[src/rtl/nasti_burst_to_lite_writer.sv]
// Replays a NASTI INCR write burst as single-beat NASTI-Lite writes and folds the Lite responses into one B.
// Optional NASTI_B2L_SKIP_ZERO_STRB_EN: beats with an all-zero strobe are dropped instead of written.
module nasti_burst_to_lite_writer #(
    parameter int ID_WIDTH   = 2,
    parameter int ADDR_WIDTH = 32,
    parameter int DATA_WIDTH = 32,
    parameter int USER_WIDTH = 1
) (
    input  logic                    clk,
    input  logic                    rstn,
    input  logic [ID_WIDTH-1:0]     nasti_aw_id,
    input  logic [ADDR_WIDTH-1:0]   nasti_aw_addr,
    input  logic [7:0]              nasti_aw_len,
    input  logic [2:0]              nasti_aw_size,
    input  logic [1:0]              nasti_aw_burst,
    input  logic [2:0]              nasti_aw_prot,
    input  logic [USER_WIDTH-1:0]   nasti_aw_user,
    input  logic                    nasti_aw_valid,
    output logic                    nasti_aw_ready,
    input  logic [DATA_WIDTH-1:0]   nasti_w_data,
    input  logic [DATA_WIDTH/8-1:0] nasti_w_strb,
    input  logic                    nasti_w_last,
    input  logic                    nasti_w_valid,
    output logic                    nasti_w_ready,
    output logic [ID_WIDTH-1:0]     nasti_b_id,
    output logic [1:0]              nasti_b_resp,
    output logic [USER_WIDTH-1:0]   nasti_b_user,
    output logic                    nasti_b_valid,
    input  logic                    nasti_b_ready,
    output logic [ADDR_WIDTH-1:0]   lite_aw_addr,
    output logic [2:0]              lite_aw_prot,
    output logic                    lite_aw_valid,
    input  logic                    lite_aw_ready,
    output logic [DATA_WIDTH-1:0]   lite_w_data,
    output logic [DATA_WIDTH/8-1:0] lite_w_strb,
    output logic                    lite_w_valid,
    input  logic                    lite_w_ready,
    input  logic [1:0]              lite_b_resp,
    input  logic                    lite_b_valid,
    output logic                    lite_b_ready
);

    localparam int STRB_WIDTH = DATA_WIDTH / 8;

    typedef enum logic [1:0] {
        S_IDLE,
        S_BEAT,
        S_LB,
        S_B
    } state_t;

    state_t state;
    state_t state_nxt;

    logic [ID_WIDTH-1:0]   id_q;
    logic [7:0]            len_q;
    logic [2:0]            size_q;
    logic [2:0]            prot_q;
    logic [USER_WIDTH-1:0] user_q;
    logic [ADDR_WIDTH-1:0] cur_addr;
    logic [7:0]            cnt;
    logic [1:0]            acc;
    logic                  aw_done;
    logic                  w_done;
    logic                  armed;

    logic                  aw_hs;
    logic                  w_hs;
    logic                  last_beat;
    logic                  advance;
    logic                  skip_beat;
    logic [ADDR_WIDTH-1:0] step;
    logic [ADDR_WIDTH-1:0] next_addr;

    assign last_beat = (cnt == len_q);
    assign step      = ADDR_WIDTH'(1) << size_q;
    assign next_addr = (cur_addr & ~(step - ADDR_WIDTH'(1))) + step;

    assign aw_hs = lite_aw_valid && lite_aw_ready;
    assign w_hs  = lite_w_valid && lite_w_ready;

    assign lite_aw_addr = cur_addr;
    assign lite_aw_prot = prot_q;
    assign lite_w_data  = nasti_w_data;
    assign lite_w_strb  = nasti_w_strb;
    assign nasti_b_id   = id_q;
    assign nasti_b_resp = acc;
    assign nasti_b_user = user_q;

    // State register; reset abandons any burst in flight.
    always_ff @(posedge clk or negedge rstn) begin
        if (!rstn) begin
            state <= S_IDLE;
        end else begin
            state <= state_nxt;
        end
    end

    // Next-state and handshake outputs for the replay sequence.
    always_comb begin
        state_nxt      = state;
        nasti_aw_ready = 1'b0;
        nasti_w_ready  = 1'b0;
        nasti_b_valid  = 1'b0;
        lite_aw_valid  = 1'b0;
        lite_w_valid   = 1'b0;
        lite_b_ready   = 1'b0;
        skip_beat      = 1'b0;
        advance        = 1'b0;
        unique case (state)
            S_IDLE: begin
                nasti_aw_ready = armed;
                if (nasti_aw_valid && armed) begin
                    state_nxt = S_BEAT;
                end
            end
            S_BEAT: begin
`ifdef NASTI_B2L_SKIP_ZERO_STRB_EN
                skip_beat = nasti_w_valid && !aw_done && !w_done
                            && (nasti_w_strb == '0);
                lite_aw_valid = !aw_done
                                && (w_done || (nasti_w_valid && nasti_w_strb != '0));
                lite_w_valid  = nasti_w_valid && !w_done && !skip_beat;
                nasti_w_ready = skip_beat || (lite_w_ready && !w_done);
`else
                lite_aw_valid = !aw_done;
                lite_w_valid  = nasti_w_valid && !w_done;
                nasti_w_ready = lite_w_ready && !w_done;
`endif
                if (skip_beat) begin
                    advance   = 1'b1;
                    state_nxt = last_beat ? S_B : S_BEAT;
                end else if ((aw_done || (lite_aw_valid && lite_aw_ready))
                             && (w_done || (lite_w_valid && lite_w_ready))) begin
                    state_nxt = S_LB;
                end
            end
            S_LB: begin
                lite_b_ready = 1'b1;
                if (lite_b_valid) begin
                    advance   = 1'b1;
                    state_nxt = last_beat ? S_B : S_BEAT;
                end
            end
            S_B: begin
                nasti_b_valid = 1'b1;
                if (nasti_b_ready) begin
                    state_nxt = S_IDLE;
                end
            end
            default: begin
                state_nxt = S_IDLE;
            end
        endcase
    end

    // Burst context, beat progress and first-error response accumulation.
    always_ff @(posedge clk or negedge rstn) begin
        if (!rstn) begin
            id_q     <= '0;
            len_q    <= '0;
            size_q   <= '0;
            prot_q   <= '0;
            user_q   <= '0;
            cur_addr <= '0;
            cnt      <= '0;
            acc      <= 2'b00;
            aw_done  <= 1'b0;
            w_done   <= 1'b0;
            armed    <= 1'b0;
        end else begin
            armed <= 1'b1;
            if (state == S_IDLE && nasti_aw_valid && nasti_aw_ready) begin
                id_q     <= nasti_aw_id;
                len_q    <= nasti_aw_len;
                size_q   <= nasti_aw_size;
                prot_q   <= nasti_aw_prot;
                user_q   <= nasti_aw_user;
                cur_addr <= nasti_aw_addr;
                cnt      <= '0;
                acc      <= 2'b00;
                aw_done  <= 1'b0;
                w_done   <= 1'b0;
            end
            if (state == S_BEAT) begin
                if (state_nxt == S_LB) begin
                    aw_done <= 1'b0;
                    w_done  <= 1'b0;
                end else begin
                    if (aw_hs) aw_done <= 1'b1;
                    if (w_hs)  w_done  <= 1'b1;
                end
            end
            if (state == S_LB && lite_b_valid && acc == 2'b00 && lite_b_resp[1]) begin
                acc <= lite_b_resp;
            end
            if (advance && !last_beat) begin
                cnt      <= cnt + 8'd1;
                cur_addr <= next_addr;
            end
        end
    end

`ifndef SYNTHESIS
    // Flag bursts this bridge cannot replay and masters that mis-mark the last beat.
    always_ff @(posedge clk) begin
        if (rstn && state == S_IDLE && nasti_aw_valid && nasti_aw_ready) begin
            assert (nasti_aw_burst == 2'b01
                    && (32'd1 << nasti_aw_size) <= 32'(STRB_WIDTH))
            else $fatal(1, "unsupported burst type or size");
        end
        if (rstn && state == S_BEAT && nasti_w_valid && nasti_w_ready) begin
            assert (nasti_w_last == last_beat)
            else $error("w_last does not match beat count");
        end
    end
`endif

endmodule

[config.mk]
export PLATFORM = sky130hd
export DESIGN_NAME = nasti_burst_to_lite_writer
export DESIGN_NICKNAME = d
export VERILOG_FILES = /design/src/rtl/nasti_burst_to_lite_writer.sv
export SDC_FILE = /design/constraint.sdc
export NUM_CORES = 1
export LEC_CHECK = 0
export BUFFER_PORTS_ARGS = -buffer_cell sky130_fd_sc_hd__buf_4
export CORE_MARGIN = 2
export CORE_UTILIZATION = 49
export CTS_CLUSTER_SIZE = 16
export DETAILED_ROUTE_END_ITERATION = 7
export GPL_ROUTABILITY_DRIVEN = 1
export PLACE_DENSITY = 0.87
export SYNTH_ARGS = -nofsm -noshare
export SYNTH_HDL_FRONTEND = slang
export SYNTH_SLANG_ARGS = --single-unit
[constraint.sdc]
create_clock -name clk -period 4 [get_ports clk]
set_input_delay 0.4 -clock clk [delete_from_list [all_inputs] [get_ports clk]]
set_output_delay 0.4 -clock clk [all_outputs]
set_load 0.1 [all_outputs]
**After elaboration in Yosys (flattened, before gate mapping)**

Index checks and enable logic that the tools add are counted.
W data, S select, Z words.

- Register bits after elaboration: 64
- Input bits: 98
- Output and inout port bits: 82
- Logic and storage cells: 74

- Add/sub/neg operators: 3
- Eq/ne operators: 5
- Shift operators: 1
- Mux-type cells: 28
- Bitwise gates (word level): 2
- Reduce and logical (&&, ||, !) cells: 23

Operators by type and width:

| operator | count |
|---|---|
| $mux W32 | 2 |
| $add A32 B32 Y32 | 1 |
| $and A32 B32 Y32 | 1 |
| $not A32 Y32 | 1 |
| $shl A1 B3 Y32 const A | 1 |
| $sub A32 B1 Y32 const B | 1 |
| $mux W1 | 16 |
| $mux W8 | 2 |
| $logic_and A1 B1 Y1 | 14 |
| $mux W2 | 7 |
| $add A8 B1 Y8 const B | 1 |
| $eq A8 B8 Y1 | 1 |
| $pmux W2 S4 | 1 |
| $eq A2 B2 Y1 const B | 3 |
| $logic_not A2 Y1 | 2 |
| $reduce_bool A2 Y1 | 2 |
| $logic_not A1 Y1 | 3 |
| $eq A2 B1 Y1 const B | 1 |
| $logic_or A1 B1 Y1 | 2 |

**Longest topological paths before layout**

Gate-level depths: netlist of the first run.

- Word-level depth: 10
- Mapped depth: 14
- Mapped depth without buffers: 11

**Worst setup path before layout of the first run**

OpenSTA, ideal clock, no wires.

- Path kind: flip-flop to flip-flop
- Start point: reg state[0]
- End point: reg cur_addr[12], in the netlist lite_aw_addr[12]
- Library setup time: 0.127 ns
- Data arrival time: 4.024 ns
- Path slack: -0.151 ns
- Cell stages (with the launch flop): 6
- Path buffers: 0
- Path through: dfrtp_1 > nor3b_1 > nand2_1 > nand2_1 > o31ai_1 > a221o_1

- Word-level cells in the longest chain between the ends: 4
- Elaborated cells between the ends (all ways): 9

RTL lines:

| element | line | text |
|---|---|---|
| from (decl) | 52 | `state_t state;` |
| from (signal assigned) | 95 | `state <= state_nxt;` |
| $logic_not A2 Y1 | 110 | `unique case (state)` |
| $mux W1 | 110 |  |
| net nasti_aw_ready | 19 | `output logic nasti_aw_ready,` |
| $logic_and A1 B1 Y1 | 173 | `if (state == S_IDLE && nasti_aw_valid && nasti_aw_ready) begin` |
| $reduce_bool A2 Y1 (no line) | - |  |
| to (signal assigned) | 179 | `cur_addr <= nasti_aw_addr;` |
| to (signal assigned) | 199 | `cur_addr <= next_addr;` |
| to (decl) | 60 | `logic [ADDR_WIDTH-1:0] cur_addr;` |

The timed path passes the listed nets, and every way through them passes these cells.
A chain may end at the register's enable or synchronous reset.

**Worst setup path after layout of the first run**

- Start point: reg size_q[1]
- End point: reg cur_addr[20], in the netlist lite_aw_addr[20]

- Word-level cells in the longest chain between the ends: 6

RTL lines:

| element | line | text |
|---|---|---|
| from (decl) | 57 | `logic [2:0] size_q;` |
| from (signal assigned) | 176 | `size_q <= nasti_aw_size;` |
| $shl A1 B3 Y32 * | 76 | `assign step = ADDR_WIDTH'(1) << size_q;` |
| $sub A32 B1 Y32 | 77 | `assign next_addr = (cur_addr & ~(step - ADDR_WIDTH'(1))) + step;` |
| $not A32 Y32 | 77 |  |
| $and A32 B32 Y32 | 77 |  |
| $add A32 B32 Y32 * | 77 |  |
| $mux W32 * | 197 | `if (advance && !last_beat) begin` |

Every way passes the cells marked *; elsewhere a longest branch is shown, timed or not.

==> tab_implementation.tex, run 1 <==
\begin{tabular}{lr}
\hline
Metric & Value \\
\hline
\multicolumn{2}{l}{\textbf{Timing}} \\
\quad Max-slew headroom & 0.338 \\
\quad Final worst-path setup slack & 316 ps \\
\quad Actual slew at the worst max-slew pin & just under 1000 ps \\
\quad Clk\_skew & approximately 11 ps \\
\quad Clock period minus final worst setup slack & between 3000 and 4000 ps \\
\quad Max-slew violation total from the final report & 0 \\
\quad Fmax & between 0.2 and 0.3 GHz \\
\quad RSZ-0062 raised after global routing & false \\
\quad Summed negative setup slack over all endpoints & 0 ps \\
\quad Final Hold Viols & 0 \\
\quad Setup violators final & 0 \\
\quad Tcrit/Tclk final & 0.921 \\
\multicolumn{2}{l}{\textbf{Clock network}} \\
\quad Maximum buffer depth of the clock tree & 2 \\
\quad Later-pin clock latency in the skew report & approximately 360 ps \\
\quad Clock tree from TritonCTS & done \\
\quad Number of buffers added to fix hold violations after cts & 0 \\
\quad TritonCTS sink count & 64 \\
\quad CTS root buffer & sky130\_fd\_sc\_hd\_\_clkbuf\_8 \\
\quad Clock slew at the register clock pins of the worst setup and hold paths & around 70 ps \\
\quad Number of clock buffers inserted by TritonCTS & 9 \\
\quad Post\_cts resized & 0 \\
\quad Number of levels the H-tree was split into & 3 \\
\quad Setup repair bufs after CTS & 0 \\
\multicolumn{2}{l}{\textbf{Power}} \\
\quad Fraction of power spent switching nets & 0.589 \\
\quad Clk network pwr share & 0.121 \\
\quad Leakage power total & approximately 2.4 nW \\
\quad Power density cells & just under 1000 mW/mm\^{}2 \\
\quad Gate power share & 0.630 \\
\quad Register share of total power & 0.249 \\
\quad Sum of internal, switching and leakage power & about 5 mW \\
\quad Psw & 2.96 mW \\
\quad Pint & 2.06 mW \\
\quad Peak supply drop & around 0.42 mV \\
\multicolumn{2}{l}{\textbf{Detailed routing}} \\
\quad Number of DRC markers after the initial detailed-route iteration & between 300 and 400 \\
\quad DRT Wirelength & between 10000 and 15000 um \\
\quad Via count & around 4300 \\
\quad Per-cell routed wire length & about 17 um \\
\quad Post-route antenna net violation count & 0 \\
\quad Via-to-Cell Ratio & about 6.1 \\
\quad Number of detailed-route iterations in the first pass & 7 \\
\quad Final routed DRC violation total & 0 \\
\multicolumn{2}{l}{\textbf{Synth}} \\
\quad Number of synthesized flops with an enable pin & 0 \\
\quad Synthesized cell area & 0.00444 sq mm \\
\quad Average cell area after synthesis & between 8 and 9 sq um \\
\quad Leading area contributor after synthesis & sky130\_fd\_sc\_hd\_\_dfrtp\_1 \\
\quad Mapped Nets & about 630 \\
\quad Leading register cell type out of synthesis & sky130\_fd\_sc\_hd\_\_dfrtp\_1 \\
\quad Async set or reset register ratio after synthesis & 1.00 \\
\quad Number of synthesized register bits & between 60 and 70 \\
\quad Cell variety after synth & 79 \\
\quad Synth area leaders & sky130\_fd\_sc\_hd\_\_dfrtp\_1, sky130\_fd\_sc\_hd\_\_nand2\_1, sky130\_fd\_sc\_hd\_\_buf\_4 \\
\quad Yosys warns & 0 \\
\quad Post-synthesis sequential area ratio & 0.361 \\
\quad Area fraction of the dominant cell type after synthesis & 0.361 \\
\quad Cells after Synth & 529 \\
\multicolumn{2}{l}{\textbf{Floorplan}} \\
\quad Placeable Area & 0.00876 sq mm \\
\quad Floorplan die area & around 0.0098 sq mm \\
\quad Number of placement rows & 34 \\
\quad Effective utilization at floorplan & 0.507 \\
\quad Die boundary height & 99.2 um \\
\quad DIE WIDTH & roughly 99 um \\
\quad Number of top-level pins & 180 \\
\multicolumn{2}{l}{\textbf{Worst setup path}} \\
\quad Data required, critical path & about 4300 ps \\
\quad Register-to-register setup slack & 320 ps \\
\quad Cell with the largest stage delay on the worst path & sky130\_fd\_sc\_hd\_\_a222oi\_1 \\
\quad Max FO, Critical Path & 18 \\
\quad Start-to-end type of the worst setup path & reg2reg \\
\quad Worst path max stage delay & approximately 590 ps \\
\quad Arrival time at the worst endpoint & around 3900 ps \\
\quad Startpoint kind of the worst setup timing path & register \\
\quad Cell family with most CP delay & compound AO/OA/AOI/OAI gates \\
\quad CP cell instances & or3\_1 > ha\_1 > nand2b\_4 > o31a\_1 > a222oi\_1 > a311oi\_2 > nor3\_2 > mux2i\_1 > a221oi\_2 \\
\quad CP Capture Type & register \\
\quad Number of buffers and inverters on the critical path & 0 \\
\multicolumn{2}{l}{\textbf{Global route}} \\
\quad Total track usage & 0.249 \\
\quad Largest net degree at the start of global routing & 65 \\
\quad Wire length of the first global-routing pass & about 20000 um \\
\quad Number of antenna violations at the first check in global routing & 0 \\
\quad Number of global-route vias before repair & around 4200 \\
\quad Global-route congestion overflow total & 0 \\
\multicolumn{2}{l}{\textbf{Placed design}} \\
\quad Placed wire-length estimate & 8330 um \\
\quad Number of I/O port buffers & between 100 and 150 \\
\quad Placement Setup Slack & 419 ps \\
\quad Weighted congestion at the end of routability-driven global placement & 0.956 \\
\multicolumn{2}{l}{\textbf{Final layout}} \\
\quad Number of fillers in the final layout & about 800 \\
\quad Antenna fix cells & 0 \\
\quad Area taken by flip-flops and latches & 0.00160 sq mm \\
\quad Proportion of layout cells with a drive suffix above 1 & 0.253 \\
\quad Net total in the final layout & 693 \\
\quad Post-synthesis to final-layout area growth & 16.9\% \\
\quad Most frequent standard cell in the layout excluding fill and tap cells & sky130\_fd\_sc\_hd\_\_buf\_4 \\
\quad Most frequent cells in the layout & sky130\_fd\_sc\_hd\_\_buf\_4, sky130\_fd\_sc\_hd\_\_nand2\_1, sky130\_fd\_sc\_hd\_\_dfrtp\_1 \\
\quad Area of the multi-input gates & roughly 0.0024 sq mm \\
\multicolumn{2}{l}{\textbf{Worst hold path}} \\
\quad Kind of path behind the tightest hold check & in2async \\
\multicolumn{2}{l}{\textbf{Outcome}} \\
\quad Run status & finished clean \\
\multicolumn{2}{l}{\textbf{Flow run}} \\
\quad Count of maximum capacitance violations & 0 \\
\hline
\end{tabular}
final timing paths:
| check | start | to | cells after the start |
|---|---|---|---|
| hold reg to reg | lite_aw_prot[0] | lite_aw_prot[0] | 2 |
| hold / removal | rstn | lite_aw_prot[0] | 1 |
| min in group clk | nasti_aw_user | nasti_b_user | 3 |
| max in group asynchronous | rstn | lite_aw_addr[23] | 1 |
| setup / recovery | size_q[1] | lite_aw_addr[20] | 9 |
| setup reg to reg | size_q[1] | lite_aw_addr[20] | 9 |
kinds of logic after synthesis:
group | share of synthesized area
buffers and inverters | 0.109
xor gates and xnor gates | 0.0355
adders and majority gates | 0.0169
muxes | 0.0161
other | 0.000844
DFF | 0.361
and+or+nand+nor | 0.257
AOI/OAI and AO/OA | 0.203
routing by layer:
metal  global-route usage  vias to the layer above  share of wire
met3               0.0372                       36          0.084
met1                0.309                     2019           0.40
met2                0.429                      218           0.49
met5                    0                        -              0
met4                0.113                        0          0.024
li1                     -                     1986              -
stage by stage:
stage                     instance area [sq um]  cells   util  hold WS [ps]
final                                      5190    702  0.593           144
after detailed placement                   4980    686  0.568           473
after global placement                     4980    686  0.568           461
after floorplan                            4450    529      -           104
after global routing                       5190    702  0.593           225
after CTS                                  5190    702  0.593           185
area by class of cell:
| class | instances | area share |
|---|---|---|
| Sequential cell | 64 | 0.308 |
| Multi-Input combinational cell | 393 | 0.455 |
| Clock buffer | 12 | 0.0318 |
| Tap cell | 108 | 0.0260 |
| Inverter | 9 | 0.00651 |
| Clock inverter | 4 | 0.00988 |
| Timing Repair Buffer | 112 | 0.162 |
registers in the layout (all words and copies together), names as in the netlist:
signal,flops
w_done,1
len_q,8
aw_done,1
nasti_b_id,2
cnt,8
nasti_b_user,1
lite_aw_prot,3
state,2
size_q,3
armed,1
nasti_b_resp,2
lite_aw_addr,32
synthesized netlist by cell type (3+ instances only):
cell type	number
sky130_fd_sc_hd__a21oi_1	22
sky130_fd_sc_hd__and2_1	11
sky130_fd_sc_hd__a31oi_1	3
sky130_fd_sc_hd__buf_6	5
sky130_fd_sc_hd__o21ai_0	27
sky130_fd_sc_hd__nor2b_1	3
sky130_fd_sc_hd__a211oi_1	5
sky130_fd_sc_hd__a22oi_1	8
sky130_fd_sc_hd__ha_1	6
sky130_fd_sc_hd__or3_1	4
sky130_fd_sc_hd__dfrtp_1	64
sky130_fd_sc_hd__nor3_1	12
sky130_fd_sc_hd__o31ai_1	4
sky130_fd_sc_hd__o311ai_0	4
sky130_fd_sc_hd__a41oi_1	3
sky130_fd_sc_hd__buf_4	40
sky130_fd_sc_hd__o22ai_1	6
sky130_fd_sc_hd__nand4_1	8
sky130_fd_sc_hd__xnor2_1	4
sky130_fd_sc_hd__nand2_1	111
sky130_fd_sc_hd__inv_1	9
sky130_fd_sc_hd__nand3_1	17
sky130_fd_sc_hd__and3_1	8
sky130_fd_sc_hd__xor2_1	14
sky130_fd_sc_hd__mux2i_1	6
sky130_fd_sc_hd__nand2b_1	7
sky130_fd_sc_hd__clkbuf_1	13
sky130_fd_sc_hd__o211ai_1	7
sky130_fd_sc_hd__o211a_1	3
sky130_fd_sc_hd__a32o_1	4
sky130_fd_sc_hd__nor4_1	3
sky130_fd_sc_hd__nor2_1	30
power by group through the flow:
stage               clock network [mW]  registers, mW  logic (mW)
floorplan                            0           2.48        1.43
global placement                     0           1.23        3.08
detailed placement                   0           1.25        3.15
CTS                              0.613           1.24        3.16
global route                     0.643           1.29        3.35
finish                           0.608           1.25        3.17
Power figures use the tool's default switching activity.
==> run 2: changes to the inputs <==
ABC_CLOCK_PERIOD_IN_PS = 4000   (was unset)
CORE_MARGIN = 10   (was 2)
==> run 2 against run 1 <==
Effect of this change:
- global-route usage shrank 5.7 points
- cell area decreased by 0.60%
- worst setup slack gained 34 ps
- critical path type unchanged
- sequential share of layout area up 0.19 points
- clock power is 12% lower
==> tab_implementation.tex, run 2 (synthesized netlist as in run 1, its figures left out) <==
\begin{tabular}{lr}
\hline
Metric & Value \\
\hline
\multicolumn{2}{l}{\textbf{Power}} \\
\quad Peak supply drop & 0.451 mV (+6.7\%) \\
\quad Power density cells & 961 mW/mm\^{}2 (-0.63\%) \\
\quad Leakage power total & 2.37 nW (-0.67\%) \\
\quad Sum of internal, switching and leakage power & 4.96 mW (-1.2\%) \\
\multicolumn{2}{l}{\textbf{Worst setup path}} \\
\quad Data required, critical path & 4250 ps (about the same) \\
\quad Startpoint kind of the worst setup timing path & register \\
\quad CP Capture Type & register \\
\quad Max FO, Critical Path & 18 (unchanged) \\
\quad Worst setup path startpoint & size\_q[1] \\
\quad Logic depth of the worst register-to-register path & 9 (unchanged) \\
\quad Register-to-register setup slack & 350 ps (+30 ps) \\
\quad Arrival time at the worst endpoint & 3900 ps (-40 ps) \\
\quad Start-to-end type of the worst setup path & reg2reg \\
\quad Worst R2R Start & size\_q[1] \\
\quad Endpoint of the most critical register-to-register path & lite\_aw\_addr[20] \\
\multicolumn{2}{l}{\textbf{Final layout}} \\
\quad Post-synthesis to final-layout area growth & 16.2\% \\
\quad Net total in the final layout & 693 (unchanged) \\
\quad Most frequent cells in the layout & sky130\_fd\_sc\_hd\_\_buf\_4, sky130\_fd\_sc\_hd\_\_nand2\_1, sky130\_fd\_sc\_hd\_\_dfrtp\_1 \\
\quad Most frequent standard cell in the layout excluding fill and tap cells & sky130\_fd\_sc\_hd\_\_buf\_4 \\
\quad Layout Utilization & 0.589 (-0.00357) \\
\quad Flip-flop count of the largest register after layout & 32 (unchanged) \\
\quad Final std cell area, no fill & 0.00516 sq mm (-0.60\%) \\
\quad Proportion of layout cells with a drive suffix above 1 & 0.249 (-0.00337) \\
\quad Antenna fix cells & 0 (unchanged) \\
\quad Number of fillers in the final layout & 776 (-3.5\%) \\
\multicolumn{2}{l}{\textbf{Detailed routing}} \\
\quad Final routed DRC violation total & 0 (unchanged) \\
\quad Post-route antenna net violation count & 0 (unchanged) \\
\quad DRT Wirelength & 12900 um (+6.5\%) \\
\quad Via count & 4209 (-1.2\%) \\
\quad Per-cell routed wire length & 18.3 um (+6.5\%) \\
\quad Number of detailed-route iterations in the first pass & 5 (-2) \\
\quad Via-to-Cell Ratio & 6.00 (-1.2\%) \\
\quad Number of DRC markers after the initial detailed-route iteration & 271 (-11\%) \\
\multicolumn{2}{l}{\textbf{Clock network}} \\
\quad Maximum buffer depth of the clock tree & 2 (unchanged) \\
\quad Clock tree from TritonCTS & done \\
\quad Later-pin clock latency in the skew report & 350 ps (about the same) \\
\quad TritonCTS sink count & 64 (unchanged) \\
\quad Clock slew at the register clock pins of the worst setup and hold paths & 80 ps (about the same) \\
\quad Number of levels the H-tree was split into & 3 (unchanged) \\
\quad Post\_cts resized & 0 (unchanged) \\
\quad Number of clock buffers inserted by TritonCTS & 9 (unchanged) \\
\quad CTS root buffer & sky130\_fd\_sc\_hd\_\_clkbuf\_8 \\
\quad Number of buffers added to fix hold violations after cts & 0 (unchanged) \\
\quad Setup repair bufs after CTS & 0 (unchanged) \\
\multicolumn{2}{l}{\textbf{Timing}} \\
\quad Max-slew violation total from the final report & 0 (unchanged) \\
\quad Max-slew headroom & 0.338 (about the same) \\
\quad Summed negative setup slack over all endpoints & 0 ps (unchanged) \\
\quad Clock period minus final worst setup slack & 3650 ps (-33.7 ps) \\
\quad Final Hold Viols & 0 (unchanged) \\
\quad Actual slew at the worst max-slew pin & 993 ps (+0.107 ps) \\
\quad Clk\_skew & 13.8 ps (+3.01 ps) \\
\quad RSZ-0062 raised after global routing & false \\
\quad Fmax & 0.274 GHz (+0.92\%) \\
\quad Setup violators final & 0 (unchanged) \\
\quad Tcrit/Tclk final & 0.913 (-0.00842) \\
\multicolumn{2}{l}{\textbf{Flow run}} \\
\quad Count of maximum capacitance violations & 0 (unchanged) \\
\multicolumn{2}{l}{\textbf{Floorplan}} \\
\quad DIE WIDTH & 115 um (+16\%) \\
\quad Placeable Area & 0.00876 sq mm (unchanged) \\
\quad Die boundary height & 115 um (+16\%) \\
\quad Number of top-level pins & 180 (unchanged) \\
\quad Number of placement rows & 34 (unchanged) \\
\quad Floorplan die area & 0.0133 sq mm (+35\%) \\
\quad Effective utilization at floorplan & 0.507 (unchanged) \\
\multicolumn{2}{l}{\textbf{Global route}} \\
\quad Wire length of the first global-routing pass & 21000 um (+5.6\%) \\
\quad Total track usage & 0.191 (-0.0575) \\
\quad Number of global-route vias before repair & 4251 (+0.83\%) \\
\quad Number of antenna violations at the first check in global routing & 0 (unchanged) \\
\quad Largest net degree at the start of global routing & 65 (unchanged) \\
\quad Global-route congestion overflow total & 0 (unchanged) \\
\multicolumn{2}{l}{\textbf{Placed design}} \\
\quad Weighted congestion at the end of routability-driven global placement & 0.875 (-8.5\%) \\
\quad Number of I/O port buffers & 104 (unchanged) \\
\quad Placed cell area & 0.00498 sq mm (unchanged) \\
\quad Placed wire-length estimate & 9330 um (+12\%) \\
\multicolumn{2}{l}{\textbf{Worst hold path}} \\
\quad Kind of path behind the tightest hold check & in2async \\
\multicolumn{2}{l}{\textbf{Outcome}} \\
\quad Run status & finished clean \\
\hline
\end{tabular}
## run 2: per-layer routing
metal	GRT usage	part of all wire	routed length [um]
met3	0.0510	0.087	1120
met2	0.310	0.49	6280
met4	0.0974	0.026	337
met5	0	0	0
met1	0.229	0.40	5140
## run 2: stage by stage
stage | setup slack [ps] | hold slack [ps] | instances
after floorplan | 599 | 104 | 529
after detailed placement | 450 | 468 | 686
after global routing | 137 | 226 | 702
after CTS | 394 | 191 | 702
after global placement | 537 | 460 | 686
final | 349 | 164 | 702
## run 2: critical path: stages, from the launching register on
cell,delay [ps]
sky130_fd_sc_hd__dfrtp_1,560
sky130_fd_sc_hd__or3_1,470
sky130_fd_sc_hd__ha_1,290
sky130_fd_sc_hd__nand2b_4,180
sky130_fd_sc_hd__o31a_1,310
sky130_fd_sc_hd__a222oi_1,550
sky130_fd_sc_hd__a311oi_2,400
sky130_fd_sc_hd__nor3_2,370
sky130_fd_sc_hd__mux2i_1,150
sky130_fd_sc_hd__a221oi_2,280
## run 2: power breakdown
part,total (mW),internal (mW),switching [mW],leakage [nW]
logic,3.17,0.818,2.35,1.49
registers,1.25,0.907,0.348,0.792
clock network,0.537,0.276,0.261,0.0927
total,4.96,2.00,2.96,2.37
## run 2: worst max path at each step
stage / end / slack [ps] / cells past startpoint
6_report: lite_aw_addr[20] / 350 / 9
5_1_grt: lite_aw_addr[17] / 140 / 11
4_1_cts: lite_aw_addr[20] / 390 / 9
3_5_place_dp: lite_aw_addr[20] / 450 / 9
3_3_place_gp: lite_aw_addr[20] / 540 / 9
2_1_floorplan: lite_aw_addr[11] / 600 / 7
## run 2: final cells by class
class | count | area, sq um | area share
clock inverters | 2 | 12.5 | 0.00242
clock buffers | 14 | 173 | 0.0335
multi-input cells | 393 | 2360 | 0.458
repair buffers | 112 | 841 | 0.163
well taps | 108 | 135 | 0.0262
flip-flops and latches | 64 | 1600 | 0.310
inverters | 9 | 33.8 | 0.00655
